--- config.mk ---
export PLATFORM = sky130hd
export DESIGN_NAME = log2_frac_32
export DESIGN_NICKNAME = d
export VERILOG_FILES = /design/src/rtl/log2_pkg.sv /design/src/rtl/Log2_32.sv /design/src/rtl/log2_frac_32.sv
export SDC_FILE = /design/constraint.sdc
export NUM_CORES = 2
export LEC_CHECK = 0
export CORE_ASPECT_RATIO = 0.9
export CORE_MARGIN = 2
export CORE_UTILIZATION = 40
export CTS_CLUSTER_SIZE = 14
export DETAILED_ROUTE_END_ITERATION = 6
export SYNTH_ARGS = -nofsm -noshare
export SYNTH_HDL_FRONTEND = slang
export SYNTH_SLANG_ARGS = --single-unit
--- constraint.sdc ---
create_clock -name clk -period 18.8 [get_ports clk]
set_clock_uncertainty 0.2 [all_clocks]
set_input_delay 4.7 -clock clk [delete_from_list [all_inputs] [get_ports clk]]
set_output_delay 4.7 -clock clk [all_outputs]
set_load 0.1 [all_outputs]
--- src/rtl/log2_pkg.sv ---
// Shared types and constants for the fixed-point log2 block.
package log2_pkg;

  localparam int unsigned DATA_W        = 32;
  localparam int unsigned INT_W         = 5;
  localparam int unsigned FRAC_BITS_DEF = 8;

  typedef enum logic [1:0] {
    IDLE = 2'd0,
    NORM = 2'd1,
    ITER = 2'd2,
    DONE = 2'd3
  } state_t;

endpackage

--- src/rtl/Log2_32.sv ---
// Combinational floor(log2(A)) for a 32-bit operand; returns 0 for A==0.
module Log2_32
  import log2_pkg::*;
(
  input  logic [DATA_W-1:0] A,
  output logic [INT_W-1:0]  log2
);

  // Priority encode: the highest set bit wins because later iterations overwrite.
  always_comb begin
    log2 = '0;
    for (int unsigned i = 0; i < DATA_W; i++) begin
      if (A[i]) log2 = INT_W'(i);
    end
  end

endmodule

--- src/rtl/log2_frac_32.sv ---
// Iterative fixed-point log2 of a 32-bit unsigned operand.
// Result is {int[4:0], frac[FRAC_BITS-1:0]}; fraction bits are produced MSB
// first by repeated squaring of the normalised mantissa.
// Optional build macro LOG2_ROUND_EN: one extra guard iteration and
// round-half-up (saturating) instead of truncation.
module log2_frac_32
  import log2_pkg::*;
#(
  parameter int unsigned FRAC_BITS = FRAC_BITS_DEF  // legal range 1..16
) (
  input  logic                       clk,
  input  logic                       reset,
  input  logic                       start,
  input  logic [DATA_W-1:0]          A,
  output logic                       busy,
  output logic                       done,
  output logic [INT_W+FRAC_BITS-1:0] result,
  output logic                       zero_err
);

`ifdef LOG2_ROUND_EN
  localparam int unsigned ITERS = FRAC_BITS + 1;
`else
  localparam int unsigned ITERS = FRAC_BITS;
`endif
  localparam int unsigned RES_W = INT_W + FRAC_BITS;
  localparam logic [4:0]  LAST  = 5'(ITERS - 1);

  state_t              state;
  logic [DATA_W-1:0]   a_q;
  logic [INT_W-1:0]    k_q;
  logic [INT_W-1:0]    k;
  logic [DATA_W-1:0]   m;
  logic [4:0]          cnt;
  logic [ITERS-1:0]    acc;

  logic [2*DATA_W-1:0] p;
  logic                frac_bit;
  logic [DATA_W-1:0]   m_next;
  logic [ITERS-1:0]    acc_next;
  logic [RES_W-1:0]    res_final;
  logic                unused_p_lo;

  Log2_32 u_log2 (
    .A    (A),
    .log2 (k)
  );

  // One squaring step: p = m*m in Q2.62, renormalise back to Q1.31.
  always_comb begin
    p         = {32'b0, m} * {32'b0, m};
    frac_bit  = p[63];
    m_next    = p[63] ? p[63:32] : p[62:31];
    acc_next  = (acc << 1) | ITERS'(frac_bit);
`ifdef LOG2_ROUND_EN
    // Lowest accumulated bit is the guard; all-ones cannot round up and saturates.
    res_final = {k_q, acc_next[ITERS-1:1]};
    if (acc_next[0] && (res_final != '1)) res_final = res_final + RES_W'(1);
`else
    res_final = {k_q, acc_next};
`endif
  end

  assign unused_p_lo = ^p[30:0];

  // Control FSM and datapath registers.
  always_ff @(posedge clk) begin
    if (reset) begin
      state    <= IDLE;
      a_q      <= '0;
      k_q      <= '0;
      m        <= '0;
      cnt      <= '0;
      acc      <= '0;
      busy     <= 1'b0;
      done     <= 1'b0;
      result   <= '0;
      zero_err <= 1'b0;
    end else begin
      done <= 1'b0;
      case (state)
        IDLE: begin
          if (start) begin
            busy <= 1'b1;
            if (A != '0) begin
              a_q   <= A;
              k_q   <= k;
              state <= NORM;
            end else begin
              result   <= '0;
              zero_err <= 1'b1;
              state    <= DONE;
            end
          end
        end
        NORM: begin
          m     <= a_q << (5'd31 - k_q);
          cnt   <= '0;
          acc   <= '0;
          state <= ITER;
        end
        ITER: begin
          m   <= m_next;
          acc <= acc_next;
          cnt <= cnt + 5'd1;
          if (cnt == LAST) begin
            result   <= res_final;
            zero_err <= 1'b0;
            state    <= DONE;
          end
        end
        DONE: begin
          // done is registered here so it appears the cycle after DONE.
          done  <= 1'b1;
          busy  <= 1'b0;
          state <= IDLE;
        end
        default: state <= IDLE;
      endcase
    end
  end

endmodule

## Word level (Yosys, flattened, before mapping)

Index checks and enable logic that the tools add are counted.

- $add $sub $neg: 2
- $mul: 1
- Equality and inequality tests: 7
- Shift-type cells: 1
- Muxes and demuxes: 50
- Bitwise operators: 1
- Reductions and logical operators: 9

Operators by type and width:

| cell | count |
|---|---|
| $mux W5 | 16 |
| $mul A32 B32 Y64 | 1 |
| $pmux W32 S2 | 1 |
| $mux W13 | 3 |
| $mux W32 | 1 |
| $mux W4 | 8 |
| $reduce_bool A32 Y1 | 1 |
| $shl A32 B5 Y32 | 1 |
| $pmux W13 S2 | 1 |
| $pmux W7 S2 | 1 |
| $mux W3 | 4 |
| $mux W2 | 5 |
| $pmux W5 S2 | 1 |
| $or A8 B1 Y8 | 1 |
| $pmux W2 S4 | 1 |
| $mux W1 | 6 |
| $ne A2 B2 Y1 const B | 3 |
| $reduce_bool A2 Y1 | 3 |
| $add A5 B1 Y5 const B | 1 |
| $eq A5 B3 Y1 const B | 1 |
| $sub A5 B5 Y5 const A | 1 |
| $eq A2 B2 Y1 const B | 2 |
| $pmux W1 S2 | 2 |
| $reduce_and A2 Y1 | 2 |
| other kinds (4) | 4 |

- Register bits after elaboration: 99
- Bits of input ports: 35
- Logic and storage cells: 81

## Longest topological paths before layout

- Depth after elaboration: 31
- Gate-level depth with buffers: 30
- Depth with buffers taken out: 27

## Modules after synthesis

From an unflattened synthesis, not the netlist that was laid out.

- Cell total of the unflattened synthesis: 3,902
- Area, all modules: 35,156.2 um2

Modules (own cells, without submodules):

| module | instances | cells each | area each (um2) | seq. area each (um2) |
|---|---|---|---|---|
| log2_frac_32 | 1 | 3,842 | 34,803.4 | 1,981.9 |
| Log2_32 | 1 | 60 | 352.8 | 0.0 |

## Least setup slack after synthesis

No wires, ideal clock.

- Path kind: register to register
- From: register m[2]
- To: register m[4]
- Arrival: 7.614 ns
- Data required time: 18.514 ns
- Slack: 10.900 ns
- Cell stages (with the launch flop): 28
- Path buffers: 3
- Clock period less this slack: 7.900 ns
- Cells stage by stage: dfxtp_1 > clkbuf_1 > buf_1 > nand2_1 > fa_1 > inv_1 > fa_1 > inv_1 > fa_1 > fa_1 > inv_1 > fa_1 > inv_1 > fa_1 > inv_1 > fa_1 > fa_1 > ha_1 > and3_1 > and2_1 > a2111oi_2 > nand2_1 > a21o_1 > a211oi_4 > buf_6 > mux2i_1 > a32oi_1 > a211oi_1

- Longest elaborated chain between the ends: 3

RTL lines:

| what | line | source |
|---|---|---|
| start, declared | log2_frac_32.sv:33 | `logic [DATA_W-1:0] m;` |
| start signal, assigned | log2_frac_32.sv:97 | `m <= a_q << (5'd31 - k_q);` |
| start signal, assigned | log2_frac_32.sv:103 | `m <= m_next;` |
| $mul A32 B32 Y64 | log2_frac_32.sv:51 | `p = {32'b0, m} * {32'b0, m};` |
| $mux W32 | log2_frac_32.sv:53 | `m_next = p[63] ? p[63:32] : p[62:31];` |
| $pmux W32 S2 | log2_frac_32.sv:81 | `case (state)` |

Every way passes these cells.
A chain may end at the register's enable or synchronous reset.

## Worst setup path in the final report

- From: register m[2]
- To: register m[20]

Same word-level chain as after synthesis.

==> flow_metrics.env <==
export IMPL_grt_max_degree=51
export IMPL_numCtsBuffers=9
export IMPL_antenna_left=0
export IMPL_critical_path_arrival_ps=9490
export IMPL_port_buffers=50
export IMPL_hold_class="register to register"
export IMPL_grt_total_usage_pct=22.5
export IMPL_die_area_um2=90200
export IMPL_setup_violations=0
export IMPL_status="finished, final reports clean"
export IMPL_ios=51
export IMPL_cts_buffer_depth=2
export IMPL_fin_nets=4970
export IMPL_drc=0
export IMPL_p_per_area_nw_per_um2=113
export IMPL_synth_area_leader_cell="fa_1"
export IMPL_rsz0062_at_grt="false"
export IMPL_viasPerCell=5.08
export IMPL_tns_ps=0
export IMPL_tightest_slew_ps=1120
export IMPL_cts_tree="built"
export IMPL_grt_first_pass_wirelength_um=157000
export IMPL_ys_ff_latch=99
export IMPL_final_hold_violation_count=0
export IMPL_syn2layout_area_growth_pct=5.42
export IMPL_gp_congestion=0.902
export IMPL_worstSetupPathType="register to register"
export IMPL_clk_pin_slew_ps=90
export IMPL_ys_warn_count=0
export IMPL_p_total_uw=4200
export IMPL_synth_most_common_cell="inv_1"
export IMPL_wl_per_cell_um=19.3
export IMPL_grt_pass1_vias=27500
export IMPL_syn_area_per_cell_um2=8.97
export IMPL_cts_setup_buffers=0
export IMPL_synth_ff_type="dfxtp_1"
export IMPL_startpoint_type="register"
export IMPL_overflow=0
export IMPL_die_y_um=285
export IMPL_fin_crit_ps=9480
export IMPL_ys_top_cells_by_count="inv_1, fa_1, nand2_1, ha_1, and2_1"
export IMPL_stdcell_count=5002
export IMPL_core_um2=87400
export IMPL_netlist_area_um2=35100
export IMPL_fp_row_count=103
export IMPL_drv_slew=0
export IMPL_setup_ws_ps=9320
export IMPL_ctsResizeCount=0
export IMPL_synth_top_cell_area_share_pct=45.1
export IMPL_die_x_um=316
export IMPL_drt_wl_total_um=96500
export IMPL_critPathCaptureType="register"
export IMPL_firstDrtPassIters=5
export IMPL_dpl_cell_count=4986
export IMPL_synthCells=3914
export IMPL_yosys_top_cells_area="fa_1, ha_1, inv_1"
export IMPL_maxCapViolations=0
export IMPL_slew_headroom_pct=25.0
export IMPL_post_dp_hpwl_um=76000
export IMPL_antenna_cells=0
export IMPL_clock_sinks=99
export IMPL_layout_drive_gt1_share_pct=3.41
export IMPL_synthArstFlopShare_pct=0
export IMPL_crit_fanout=26
export IMPL_drt_iter0_drc=1965
export IMPL_root_buffer="clkbuf_16"
export IMPL_p_leak_uw=0.0197
export IMPL_cts_htree_levels=3
export IMPL_worstSkewPairLatency_ps=380
export IMPL_vdd_drop_max_mv=0.112
export IMPL_synth_fp_nets=5042
export IMPL_finalHoldWorstSlack_ps=269
export IMPL_vias=25400
export IMPL_cp_required_ps=18810
export IMPL_ys_seq_area_share_pct=5.65
export IMPL_synth_distinct_cells=82
export IMPL_synth_edf_count=0
export IMPL_dp_slack_ps=9530
export IMPL_ctsHoldBuffers=0
export IMPL_grt_antenna_before_repair=4
export IMPL_max_freq_mhz=105
export IMPL_initial_core_util_pct=40.2
export IMPL_finalCritPeriodShare_pct=50.4
[flip-flops by register name, indices dropped and copies added (netlist names), 2 cells and up]
register and cells:
k_q 5, acc 7, cnt 5, m 32, a_q 32, result 13, state 2
[per-layer routing]
metal / wire length [um] / up-vias / GRT usage, %
li1: - / 11700 / -
met1: 43300 / 12900 / 32.0
met2: 43700 / 725 / 35.4
met3: 7230 / 98 / 4.70
met4: 2230 / 0 / 4.76
met5: 0 / - / 0
[path summary, 6_finish.rpt]
kind | slack [ps] | end | cells after the start | startpoint
hold / removal | 270 | a_q[30] | 2 | a_q[30]
setup reg to reg | 9320 | m[20] | 26 | m[2]
hold reg to reg | 270 | a_q[30] | 2 | a_q[30]
setup / recovery | 9320 | m[20] | 26 | m[2]
[stage by stage]
stage               instance area, um^2  util (%)
floorplan                         35100         -
global placement                  36700      42.0
detailed placement                36700      42.0
CTS                               37000      42.4
global route                      37000      42.4
finish                            37000      42.4
[power breakdown]
part	internal (uW)	leakage, uW	switching, uW
combinational	1330	0.0187	2370
clock	96.3	0.000152	103
sequential	250	0.000810	45.7
total	1680	0.0197	2520
[layout make-up]
cell class	instances	area, um^2
inverter	998	3750
multi-input combinational	2639	28700
fill	8754	50400
clock buffer	9	225
sequential	99	1980
clock inverter	7	91.3
timing repair buffer	95	836
tap	1155	1450
[worst max-delay path: stages (launching register included)]
cell and delay, ps:
dfxtp_1 860, buf_4 500, nand2_1 130, fa_1 510, inv_1 70, fa_1 510
inv_1 60, fa_1 490, fa_1 570, inv_1 60, fa_1 510, inv_1 60
fa_1 540, inv_1 50, fa_1 500, fa_1 440, ha_1 380, nand2_1 110
a211oi_1 310, o2111ai_1 180, a311oi_1 590, o21ai_0 310, a31oi_1 310, a21oi_1 120
xnor2_1 270, nand2_1 90, a31oi_1 560
[cells by family (layout without fill, tap and decap cells)]
kind of cell,Yosys count,after routing,synth area share (%)
buffers and inverters,1176,1109,12.7
AND/OR/NAND/NOR,957,957,13.0
multiplexers,80,80,2.95
adder cells (fa/ha/maj),1093,1093,55.9
XOR/XNOR,79,79,1.97
AO/OA/AOI/OAI,430,430,7.95
flip-flops,99,99,5.65
[layout by cell type, fill, tap and decap left out, drive strengths merged, types with 11 or more instances in the layout]
cell type / instances
o211ai: 11
xnor2: 38
and2: 234
mux4: 17
nand2: 439
xor2: 41
buf: 46
mux2i: 45
nor2b: 12
nand4: 19
o21ai: 73
nor2: 136
nor3: 30
o21bai: 19
a21oi: 154
nand3: 31
a31oi: 17
fa: 791
inv: 999
a21o: 35
a211oi: 26
clkdlybuf4s50: 49
mux2: 18
dfxtp: 99
ha: 302
No activity file was read; power rests on OpenSTA's default activity.
